`src/rtl/div_unit_if.sv`:
```
// div_unit_if: request/response bundle between the execute stage and the
// multi-cycle divider.
//   start     one-cycle divide request
//   rd1/rd2   dividend / divisor
//   div_ctrl  funct3[1:0]: 00 DIV, 01 DIVU, 10 REM, 11 REMU
//   flush     synchronous abort from the hazard unit
//   busy      divider is iterating
//   valid     one-cycle pulse, result is valid
//   result    registered quotient or remainder
interface div_unit_if #(
  parameter int D_WIDTH = 32
);
  logic               start;
  logic [D_WIDTH-1:0] rd1;
  logic [D_WIDTH-1:0] rd2;
  logic [1:0]         div_ctrl;
  logic               flush;
  logic               busy;
  logic               valid;
  logic [D_WIDTH-1:0] result;

  modport master (
    output start, rd1, rd2, div_ctrl, flush,
    input  busy, valid, result
  );

  modport slave (
    input  start, rd1, rd2, div_ctrl, flush,
    output busy, valid, result
  );
endinterface

```
`src/rtl/div_unit.sv`:
```
// div_unit: multi-cycle radix-2 restoring divider for RV32M
// DIV/DIVU/REM/REMU.  One quotient bit per cycle, D_WIDTH iterations.
// Divide-by-zero and signed overflow bypass the iterations and complete
// on the accepting edge.
//   clk    rising-edge clock
//   rst_n  asynchronous active-low reset
//   bus    div_unit_if slave: start/rd1/rd2/div_ctrl/flush in,
//          busy/valid/result out
module div_unit #(
  parameter int D_WIDTH = 32
) (
  input logic       clk,
  input logic       rst_n,
  div_unit_if.slave bus
);

  localparam int CW = (D_WIDTH > 1) ? $clog2(D_WIDTH) : 1;
  localparam logic [D_WIDTH-1:0] INT_MIN = {1'b1, {(D_WIDTH-1){1'b0}}};
  localparam logic [CW-1:0]      LAST_CNT = CW'(D_WIDTH - 1);

  typedef enum logic [1:0] {
    IDLE,
    CALC,
    DONE
  } state_t;

  state_t             state_q, state_d;
  logic [CW-1:0]      count_q, count_d;
  logic [D_WIDTH-1:0] quo_q, quo_d;
  logic [D_WIDTH-1:0] rem_q, rem_d;
  logic [D_WIDTH-1:0] dvs_q, dvs_d;
  logic [1:0]         ctrl_q, ctrl_d;
  logic               qneg_q, qneg_d;
  logic               rneg_q, rneg_d;
  logic [D_WIDTH-1:0] result_q, result_d;

  // Accept-edge decode
  logic               accept;
  logic               is_signed;
  logic               div_zero;
  logic               overflow;
  logic [D_WIDTH-1:0] abs_a;
  logic [D_WIDTH-1:0] abs_b;
  logic [D_WIDTH-1:0] fast_res;

  // One restoring iteration
  logic [D_WIDTH:0]   rem_sh;
  logic [D_WIDTH:0]   diff;
  logic               no_borrow;
  logic [D_WIDTH-1:0] rem_nx;
  logic [D_WIDTH-1:0] quo_nx;
  logic [D_WIDTH-1:0] quo_fix;
  logic [D_WIDTH-1:0] rem_fix;

  always_comb begin
    accept    = bus.start && (state_q != CALC) && !bus.flush;
    is_signed = !bus.div_ctrl[0];
    div_zero  = (bus.rd2 == '0);
    overflow  = is_signed && (bus.rd1 == INT_MIN) && (bus.rd2 == '1);
    abs_a     = (is_signed && bus.rd1[D_WIDTH-1]) ? -bus.rd1 : bus.rd1;
    abs_b     = (is_signed && bus.rd2[D_WIDTH-1]) ? -bus.rd2 : bus.rd2;
    if (div_zero) begin
      fast_res = bus.div_ctrl[1] ? bus.rd1 : '1;
    end else begin
      fast_res = bus.div_ctrl[1] ? '0 : bus.rd1;
    end

    // rem < divisor always holds, so the shifted remainder minus the divisor
    // fits in D_WIDTH+1 bits and its top bit is the borrow.
    rem_sh    = {rem_q, quo_q[D_WIDTH-1]};
    diff      = rem_sh - {1'b0, dvs_q};
    no_borrow = !diff[D_WIDTH];
    rem_nx    = no_borrow ? diff[D_WIDTH-1:0] : rem_sh[D_WIDTH-1:0];
    quo_nx    = {quo_q[D_WIDTH-2:0], no_borrow};
    quo_fix   = qneg_q ? -quo_nx : quo_nx;
    rem_fix   = rneg_q ? -rem_nx : rem_nx;
  end

  always_comb begin
    state_d  = state_q;
    count_d  = count_q;
    quo_d    = quo_q;
    rem_d    = rem_q;
    dvs_d    = dvs_q;
    ctrl_d   = ctrl_q;
    qneg_d   = qneg_q;
    rneg_d   = rneg_q;
    result_d = result_q;

    if (accept) begin
      // Shared by IDLE and DONE so a back-to-back request skips IDLE.
      ctrl_d  = bus.div_ctrl;
      count_d = '0;
      quo_d   = abs_a;
      rem_d   = '0;
      dvs_d   = abs_b;
      qneg_d  = is_signed && (bus.rd1[D_WIDTH-1] ^ bus.rd2[D_WIDTH-1]);
      rneg_d  = is_signed && bus.rd1[D_WIDTH-1];
      if (div_zero || overflow) begin
        state_d  = DONE;
        result_d = fast_res;
      end else begin
        state_d = CALC;
      end
    end

    unique case (state_q)
      IDLE: ;
      CALC: begin
        if (bus.flush) begin
          state_d = IDLE;
        end else begin
          quo_d   = quo_nx;
          rem_d   = rem_nx;
          count_d = count_q + 1'b1;
          if (count_q == LAST_CNT) begin
            state_d  = DONE;
            result_d = ctrl_q[1] ? rem_fix : quo_fix;
          end
        end
      end
      DONE: begin
        if (!accept) begin
          state_d = IDLE;
        end
      end
      default: state_d = IDLE;
    endcase
  end

  always_ff @(posedge clk or negedge rst_n) begin
    if (!rst_n) begin
      state_q  <= IDLE;
      count_q  <= '0;
      quo_q    <= '0;
      rem_q    <= '0;
      dvs_q    <= '0;
      ctrl_q   <= '0;
      qneg_q   <= 1'b0;
      rneg_q   <= 1'b0;
      result_q <= '0;
    end else begin
      state_q  <= state_d;
      count_q  <= count_d;
      quo_q    <= quo_d;
      rem_q    <= rem_d;
      dvs_q    <= dvs_d;
      ctrl_q   <= ctrl_d;
      qneg_q   <= qneg_d;
      rneg_q   <= rneg_d;
      result_q <= result_d;
    end
  end

  assign bus.busy   = (state_q == CALC);
  assign bus.valid  = (state_q == DONE);
  assign bus.result = result_q;

endmodule

```
`src/flat_wrapper.sv`:
```
// flat-port wrapper written by rule: the top's interface ports become plain ports
module div_unit_flat 
#(
  parameter int D_WIDTH = 32
)
  (clk, rst_n, bus_start, bus_rd1, bus_rd2, bus_div_ctrl, bus_flush, bus_busy, bus_valid, bus_result);
  div_unit_if #(.D_WIDTH(D_WIDTH)) bus_i ();
  input logic clk;
  input logic rst_n;
  input wire logic [$bits(bus_i.start)-1:0] bus_start;
  input wire logic [$bits(bus_i.rd1)-1:0] bus_rd1;
  input wire logic [$bits(bus_i.rd2)-1:0] bus_rd2;
  input wire logic [$bits(bus_i.div_ctrl)-1:0] bus_div_ctrl;
  input wire logic [$bits(bus_i.flush)-1:0] bus_flush;
  output wire logic [$bits(bus_i.busy)-1:0] bus_busy;
  output wire logic [$bits(bus_i.valid)-1:0] bus_valid;
  output wire logic [$bits(bus_i.result)-1:0] bus_result;
  assign bus_i.start = bus_start;
  assign bus_i.rd1 = bus_rd1;
  assign bus_i.rd2 = bus_rd2;
  assign bus_i.div_ctrl = bus_div_ctrl;
  assign bus_i.flush = bus_flush;
  assign bus_busy = bus_i.busy;
  assign bus_valid = bus_i.valid;
  assign bus_result = bus_i.result;
  div_unit #(.D_WIDTH(D_WIDTH)) u_core (.clk(clk), .rst_n(rst_n), .bus(bus_i));
endmodule
```
`config.mk`:
```
export PLATFORM = sky130hd
export DESIGN_NAME = div_unit_flat
export DESIGN_NICKNAME = d
export VERILOG_FILES = /design/src/rtl/div_unit_if.sv /design/src/rtl/div_unit.sv /design/src/flat_wrapper.sv
export SDC_FILE = /design/constraint.sdc
export NUM_CORES = 1
export LEC_CHECK = 0
export BUFFER_PORTS_ARGS = -buffer_cell sky130_fd_sc_hd__buf_2
export CORE_ASPECT_RATIO = 0.7
export CORE_MARGIN = 1.5
export CORE_UTILIZATION = 57
export DETAILED_ROUTE_END_ITERATION = 10
export PLACE_DENSITY = 0.81
export RECOVER_POWER = 25
export SYNTH_ARGS = -nofsm -noshare
export SYNTH_HDL_FRONTEND = slang
export SYNTH_SLANG_ARGS = --single-unit
```
`constraint.sdc`:
```
create_clock -name clk -period 5.7 [get_ports clk]
set_input_delay 0 -clock clk [delete_from_list [all_inputs] [get_ports clk]]
set_output_delay 0 -clock clk [all_outputs]
set_load 0.01 [all_outputs]
```
==> results of run 1 <==
-- sequential cells by signal, indices dropped and copies added (netlist names) --
name / count
u_core.bus.result: 32
u_core.dvs_q: 32
u_core.quo_q: 32
u_core.rem_q: 32
u_core.count_q: 5
u_core.state_q: 2
u_core.ctrl_q: 1
u_core.qneg_q: 1
u_core.rneg_q: 1
-- worst max-delay path, stage by stage, from the launching register on --
cell	delay, ps
dfrtp_1	440
inv_1	80
ha_1	190
fa_1	270
nor2b_4	60
o31a_4	310
o21ai_1	350
o21ai_1	190
a31oi_1	380
xnor2_2	140
inv_2	150
nor2_1	60
a21oi_1	220
ha_1	320
nand2_1	80
nor2_1	130
nand2_1	100
or4b_1	570
nor2_1	200
a41oi_1	220
o41ai_1	480
mux2i_1	260
nand2_1	60
-- cells in the mapped netlist, types with 4 or more instances --
library cell    n  area share (%)
a22o_1          4            0.30
mux2i_1        26             2.2
ha_1           39             4.1
buf_1           7            0.22
nor2b_1        10            0.53
and2_1         11            0.58
xor2_1         44             3.3
a22oi_1         5            0.32
a221oi_1       11            0.81
buf_2          14            0.59
o22ai_1        10            0.53
clkbuf_1       67             2.1
and3_1         12            0.63
inv_1          55             1.7
xnor2_1        83             6.1
o21ai_1         8            0.34
dfrtp_1       138              29
a211o_1         5            0.37
o31ai_1        28             1.8
or4_1          11            0.70
a21boi_0        4            0.25
o21a_1         12            0.76
mux2_2          5            0.48
nand2b_1       10            0.53
nand3_1        32             1.4
nor3_1         35             1.5
nand2_1       189             6.0
or3_1          24             1.3
or2_2           6            0.32
o21ai_0       177             7.5
a31oi_1        12            0.63
a211oi_1       18             1.1
nor4_1         19             1.0
a21o_1         12            0.76
nand4_1        28             1.5
nor2_1        151             4.8
o211ai_1       18             1.1
a21oi_1       145             6.1
o41ai_1        14             1.0
-- layer usage --
metal,routed length [um],track usage [%],share of wire (%),up-vias
li1,-,-,-,5857
met1,17900,54.4,44,5963
met2,16800,53.7,41,746
met3,5720,15.3,14,69
met4,642,8.87,1.6,0
met5,0,0,0,-
-- worst paths after layout --
kind | to | cells after the start | start
setup / recovery | u_core.bus.result[30] | 22 | u_core.quo_q[31]
hold / removal | u_core.bus.result[14] | 5 | bus_rd1[14]
setup reg to reg | u_core.bus.result[30] | 22 | u_core.quo_q[31]
hold reg to reg | u_core.dvs_q[23] | 2 | u_core.dvs_q[23]
max in group asynchronous | u_core.rem_q[0] | 2 | rst_n
min in group asynchronous | u_core.dvs_q[25] | 2 | rst_n
-- report_power, final --
part / internal, W / switching, W / total [W]
logic: 0.00180 / 0.00329 / 0.00509
registers: 0.00120 / 0.000323 / 0.00152
clock network: 0.000688 / 0.000491 / 0.00118
-- stage by stage --
step                      util, %  area [sq um]  total power [W]
after global routing         67.0         13500          0.00826
after CTS                    67.1         13500          0.00760
final                        67.0         13500          0.00779
after floorplan                 -         11900          0.00508
after detailed placement     62.3         12500          0.00637
after global placement       62.3         12500          0.00630
-- logic make-up (layout without fill, tap and decap cells) --
group | after synthesis | after routing | share of synthesized area (%)
adders and majority gates | 42 | 42 | 4.46
AOI/OAI and AO/OA | 521 | 521 | 26.8
xor gates and xnor gates | 127 | 127 | 9.39
muxes | 31 | 31 | 2.67
and+or+nand+nor | 563 | 563 | 22.7
buffers and inverters | 146 | 244 | 4.84
DFF | 138 | 138 | 29.1
-- layout make-up --
type | instances | area (sq um)
Multi-Input combinational cell | 1284 | 7850
Tap cell | 270 | 338
Fill cell | 1699 | 6610
Clock inverter | 14 | 174
Sequential cell | 138 | 3450
Timing Repair Buffer | 156 | 1000
Clock buffer | 18 | 429
Inverter | 56 | 210
-- timing repair --
action	CTS	global route
endpoints found under the hold margin	116	0
hold buffers	35	0
setup endpoints to repair	0	0
gates resized for setup	0	0
==> results.md, run 1 <==
- Critical Path End Type: flip-flop
- Worst hold slack: a little over 10 ps
- Vias in the first global route: 11419
- Area delta synth->final: 13.5%
- Worst Max-Slew Pin Slew: 4840 ps
- Drt first pass iters: 6
- Ys Warns: 0
- Run status: complete, but fails checks
- Synth Instances: 1568
- Hold Crit Class: primary input to flip-flop
- Most common cell after layout, fill and taps aside: nand2_1
- Pwr Density: slightly below 600 mW/mm^2
- Max clock buf depth: 2
- Clock H-tree levels: 4
- Drt drc: 0
- Non-Filler Instances: between 1500 and 2000
- Peak supply drop: between 0.4 and 0.5 mV
- Worst-skew pair later-pin latency: 460 ps
- Failing checks: max-capacitance violations, max-slew violations
- Register area share after synthesis: 29.1%
- Max-slew headroom: -223%
- Core Area: ~0.02 sq mm
- Final worst-path cycle share: 94.6%
- Ys async rst share: 100%
- Starting Density: around three fifths
- Post-CTS Setup Bufs: 0
- Routed wire length: 41000 um
- Distinct cells, synth: 82
- Clk sink count: 138
- Placed Cells incl. Taps: 1869
- Final setup margin: ~300 ps
- Startpoint types: flip-flop
- Final setup TNS: 0 ps
- Commonest non-fill, non-tap cells in the layout: 188 x nand2_1, 177 x o21ai_0, 149 x nor2_1
- RSZ-0062 raised after global routing: false
- Achievable clock frequency: 185 MHz
- Global placement routability congestion: ~1.0
- Vias: between 10000 and 15000
- Initial antenna violation count: 0
- Post-Place Worst Slack: between 500 and 600 ps
- GRT overflow: 0
- Max FO, Critical Path: 8
- Post-Syn Area: ~0.012 sq mm
- Die width: 175 um
- Endpoints failing setup: 0
- HPWL after DPL: 30200 um
- Vias/cell: ~6.5
- Rows: 43
- Clk root buf: clkbuf_16
- Syn Area/Cell: 7.56 sq um
- Clock buffer count from CTS: 17
- Clock skew: roughly 9.9 ps
- CTS tree: yes
- Clk slew on worst S/H paths: roughly 60 ps
- Initial drt markers: roughly 1900
- Antenna Cells: 0
- Crit path time final: 5390 ps
- Final hold vios: 0
- CP Class: flip-flop to flip-flop
- GRT Total Usage: about two fifths
- Final #Nets: ~1800
- Routed Antenna Nets: 0
- R2R Setup Slk: approximately 310 ps
- Die Height: roughly 120 um
- Max-cap violation count: 1
- Io pins: about 100
- First-pass GRT wire length: approximately 63000 um
- Synthesized flop and latch total: ~140
- Syn nets: between 1500 and 2000
- Die area: 0.0217 sq mm
- Pins Over Slew Limit: between 80 and 90
- Leak: 5.70 nW
- Largest net degree at the start of global routing: 113
- Ys flop type: dfrtp_1
- Number of flops mapped to enable cells by yosys: 0
- Share of cells above drive strength 1: between 10% and 20%
- WL per Instance: around 21 um
- Data arrival, critical path: between 5000 and 6000 ps
- WP data required: about 6000 ps
- IO Port Bufs: between 100 and 150
Note: power is estimated with default switching activity, not from simulation.
==> run 2, diff against run 1 <==
Settings changed: CORE_UTILIZATION 57 to 55, GPL_TIMING_DRIVEN from default to 0, PLACE_DENSITY 0.81 to 0.78.
==> run 2 against run 1 <==
Compared with the run above:
- the run still ends with max-capacitance violations, max-slew violations left
- power rose by 5.2%
- combinational power rose by 8.3%
- non-clock buffer count rose by 74
- critical endpoint is now u_core.bus.result[24]
- largest cell class unchanged
- wire length rose by 13%
==> results.md, run 2 (synthesis gave the netlist of run 1 again) <==
- Max clock buf depth: 2
- Startpoint types: flip-flop
- Rows: 44
- Failing checks: max-capacitance violations, max-slew violations
- Clk slew on worst S/H paths: about 60 ps
- GR peak layer: met1
- Achievable clock frequency: 183 MHz
- First-pass GRT wire length: 71000 um
- Clk root buf: clkbuf_16
- CTS tree: yes
- Die width: ~180 um
- Clock H-tree levels: 4
- Max-slew headroom: -154%
- WP data required: roughly 6100 ps
- Routed Antenna Nets: 0
- Crit path time final: between 5000 and 6000 ps
- Logic pwr share: about two thirds
- Pwr Density: 593 mW/mm^2
- Tot Pwr: between 0.008 and 0.009 W
- Placed cell area: around 0.013 sq mm
- Worst Max-Slew Pin Slew: around 3800 ps
- Vias/cell: between 6 and 7
- Design area: 0.0138 sq mm
- GRT Total Usage: between 40 and 50%
- Vias in the first global route: around 12000
- Starting Density: between 50% and 60%
- Worst-skew pair later-pin latency: ~450 ps
- Initial drt markers: between 1500 and 2000
- Vias: 13133
- Max FO, Critical Path: 11
- IO Port Bufs: around 100
- Largest net degree at the start of global routing: between 70 and 80
- WL per Instance: 22.9 um
- Psw: 0.00436 W
- Run status: complete, but fails checks
- Die area: between 0.02 and 0.025 sq mm
- CP Class: flip-flop to flip-flop
- Routed wire length: 46200 um
- Endpoints failing setup: 0
- Initial antenna violation count: 1
- Share of cells above drive strength 1: a little over a tenth
- Clock skew: about 12 ps
- Final hold vios: 0
- Leak: just under 6 nW
- FF/Latch Area: about 0.0035 sq mm
- Peak supply drop: 0.376 mV
- Sw Ratio: between 50% and 60%
- GRT overflow: 0
- Data arrival, critical path: around 5900 ps
- Core Area: roughly 0.021 sq mm
- Multi-input gate area: just under 0.008 sq mm
- Commonest non-fill, non-tap cells in the layout: 189 x nand2_1, 176 x o21ai_0, 149 x nor2_1
- Part of the power in registers: a little under a fifth
- Hold Crit Class: primary input to flip-flop
- Clock buffer count from CTS: 17
- Area delta synth->final: 16.6%
- Drt drc: 0
- Drt first pass iters: 8
- Clock Power Share: around 14%
- Final #Nets: ~1800
- Met2 usage: a little over half
- Critical Path End Type: flip-flop
- M3 GR Usage: around 23%
- Io pins: roughly 100
- M1 GR Usage: around three fifths
- Clk sink count: around 140
- Fill count: ~1800
- Pins Over Slew Limit: between 60 and 70
- Max-cap violation count: 1
- HPWL after DPL: ~36000 um
- Most common cell after layout, fill and taps aside: nand2_1
- Total internal power: ~0.0038 W
- Die Height: roughly 130 um
- Global placement routability congestion: a little over 1
- Final worst-path cycle share: a little over nine tenths
==> run 2: final cells by class <==
type                    instances  share of cell area (%)
plain buffers                  89                    2.64
repair buffers                141                    6.48
well taps                     276                    2.50
clock inverters                 9                   0.815
multi-input cells            1284                    57.5
diodes                          1                  0.0181
clock buffers                  22                    3.50
inverters                      56                    1.54
flip-flops and latches        138                    25.0
==> run 2: layer usage <==
metal	routed length (um)	vias up
met5	0	-
met2	17700	865
met4	818	0
met3	7750	77
met1	20000	6190
li1	-	6001
==> run 2: path summary, 6_finish.rpt <==
| check | depth (start not counted) | slack (ps) | start | to |
|---|---|---|---|---|
| min reg2reg | 2 | 480 | u_core.dvs_q[10] | u_core.dvs_q[10] |
| max reg2reg | 26 | 230 | u_core.quo_q[31] | u_core.bus.result[24] |
| max | 26 | 230 | u_core.quo_q[31] | u_core.bus.result[24] |
| min in group asynchronous | 2 | 1420 | rst_n | u_core.dvs_q[20] |
| max in group asynchronous | 2 | 1830 | rst_n | u_core.quo_q[31] |
| min | 5 | 9 | bus_rd1[12] | u_core.bus.result[12] |
==> run 2: power groups by stage <==
| stage | registers (W) | logic (W) | clock network, W |
|---|---|---|---|
| after global placement | 0.00149 | 0.00501 | 0 |
| after CTS | 0.00149 | 0.00521 | 0.00117 |
| final | 0.00151 | 0.00551 | 0.00117 |
| after floorplan | 0.00139 | 0.00368 | 0 |
| after detailed placement | 0.00150 | 0.00505 | 0 |
| after global routing | 0.00153 | 0.00595 | 0.00121 |
==> run 2: timing repair <==
action,CTS,global route
hold endpoints to repair,97,0
buffers inserted,1,2
hold buffers,35,0
endpoints found under the setup margin,11,10
gates cloned,0,0
resized for setup,15,17
pin swaps,2,5
==> run 2: worst max-delay path, cell delays in order, from the launching register on <==
cell and delay, ps:
dfrtp_2 400, inv_1 60, ha_1 210, fa_2 400
nor2b_4 150, o31a_4 190, o21ai_4 110, o21ai_4 230
a31oi_2 170, xnor2_2 280, inv_4 130, buf_4 210
buf_4 200, buf_4 210, nand2_1 70, o21ai_0 110
inv_1 130, ha_4 180, nand2_1 70, nor2_2 130
nand2_1 90, or4b_4 520, nor3_2 230, o22ai_2 190
or4_1 490, nand3_1 110, o21a_1 120
==> run 2: through the flow <==
step / cells / utilization (%) / hold slack (ps) / TNS [ps] / setup slack [ps]
2_1_floorplan: 1568 / - / -296 / 0 / 711
3_3_place_gp: 1946 / 60.7 / 266 / -5300 / -809
3_5_place_dp: 1947 / 60.9 / 40.9 / -5470 / -758
4_1_cts: 2013 / 65.8 / 1.17 / 0 / 13.6
5_1_grt: 2015 / 66.0 / 45.1 / -23.8 / -20.0
6_report: 2016 / 66.0 / 9.16 / 0 / 233
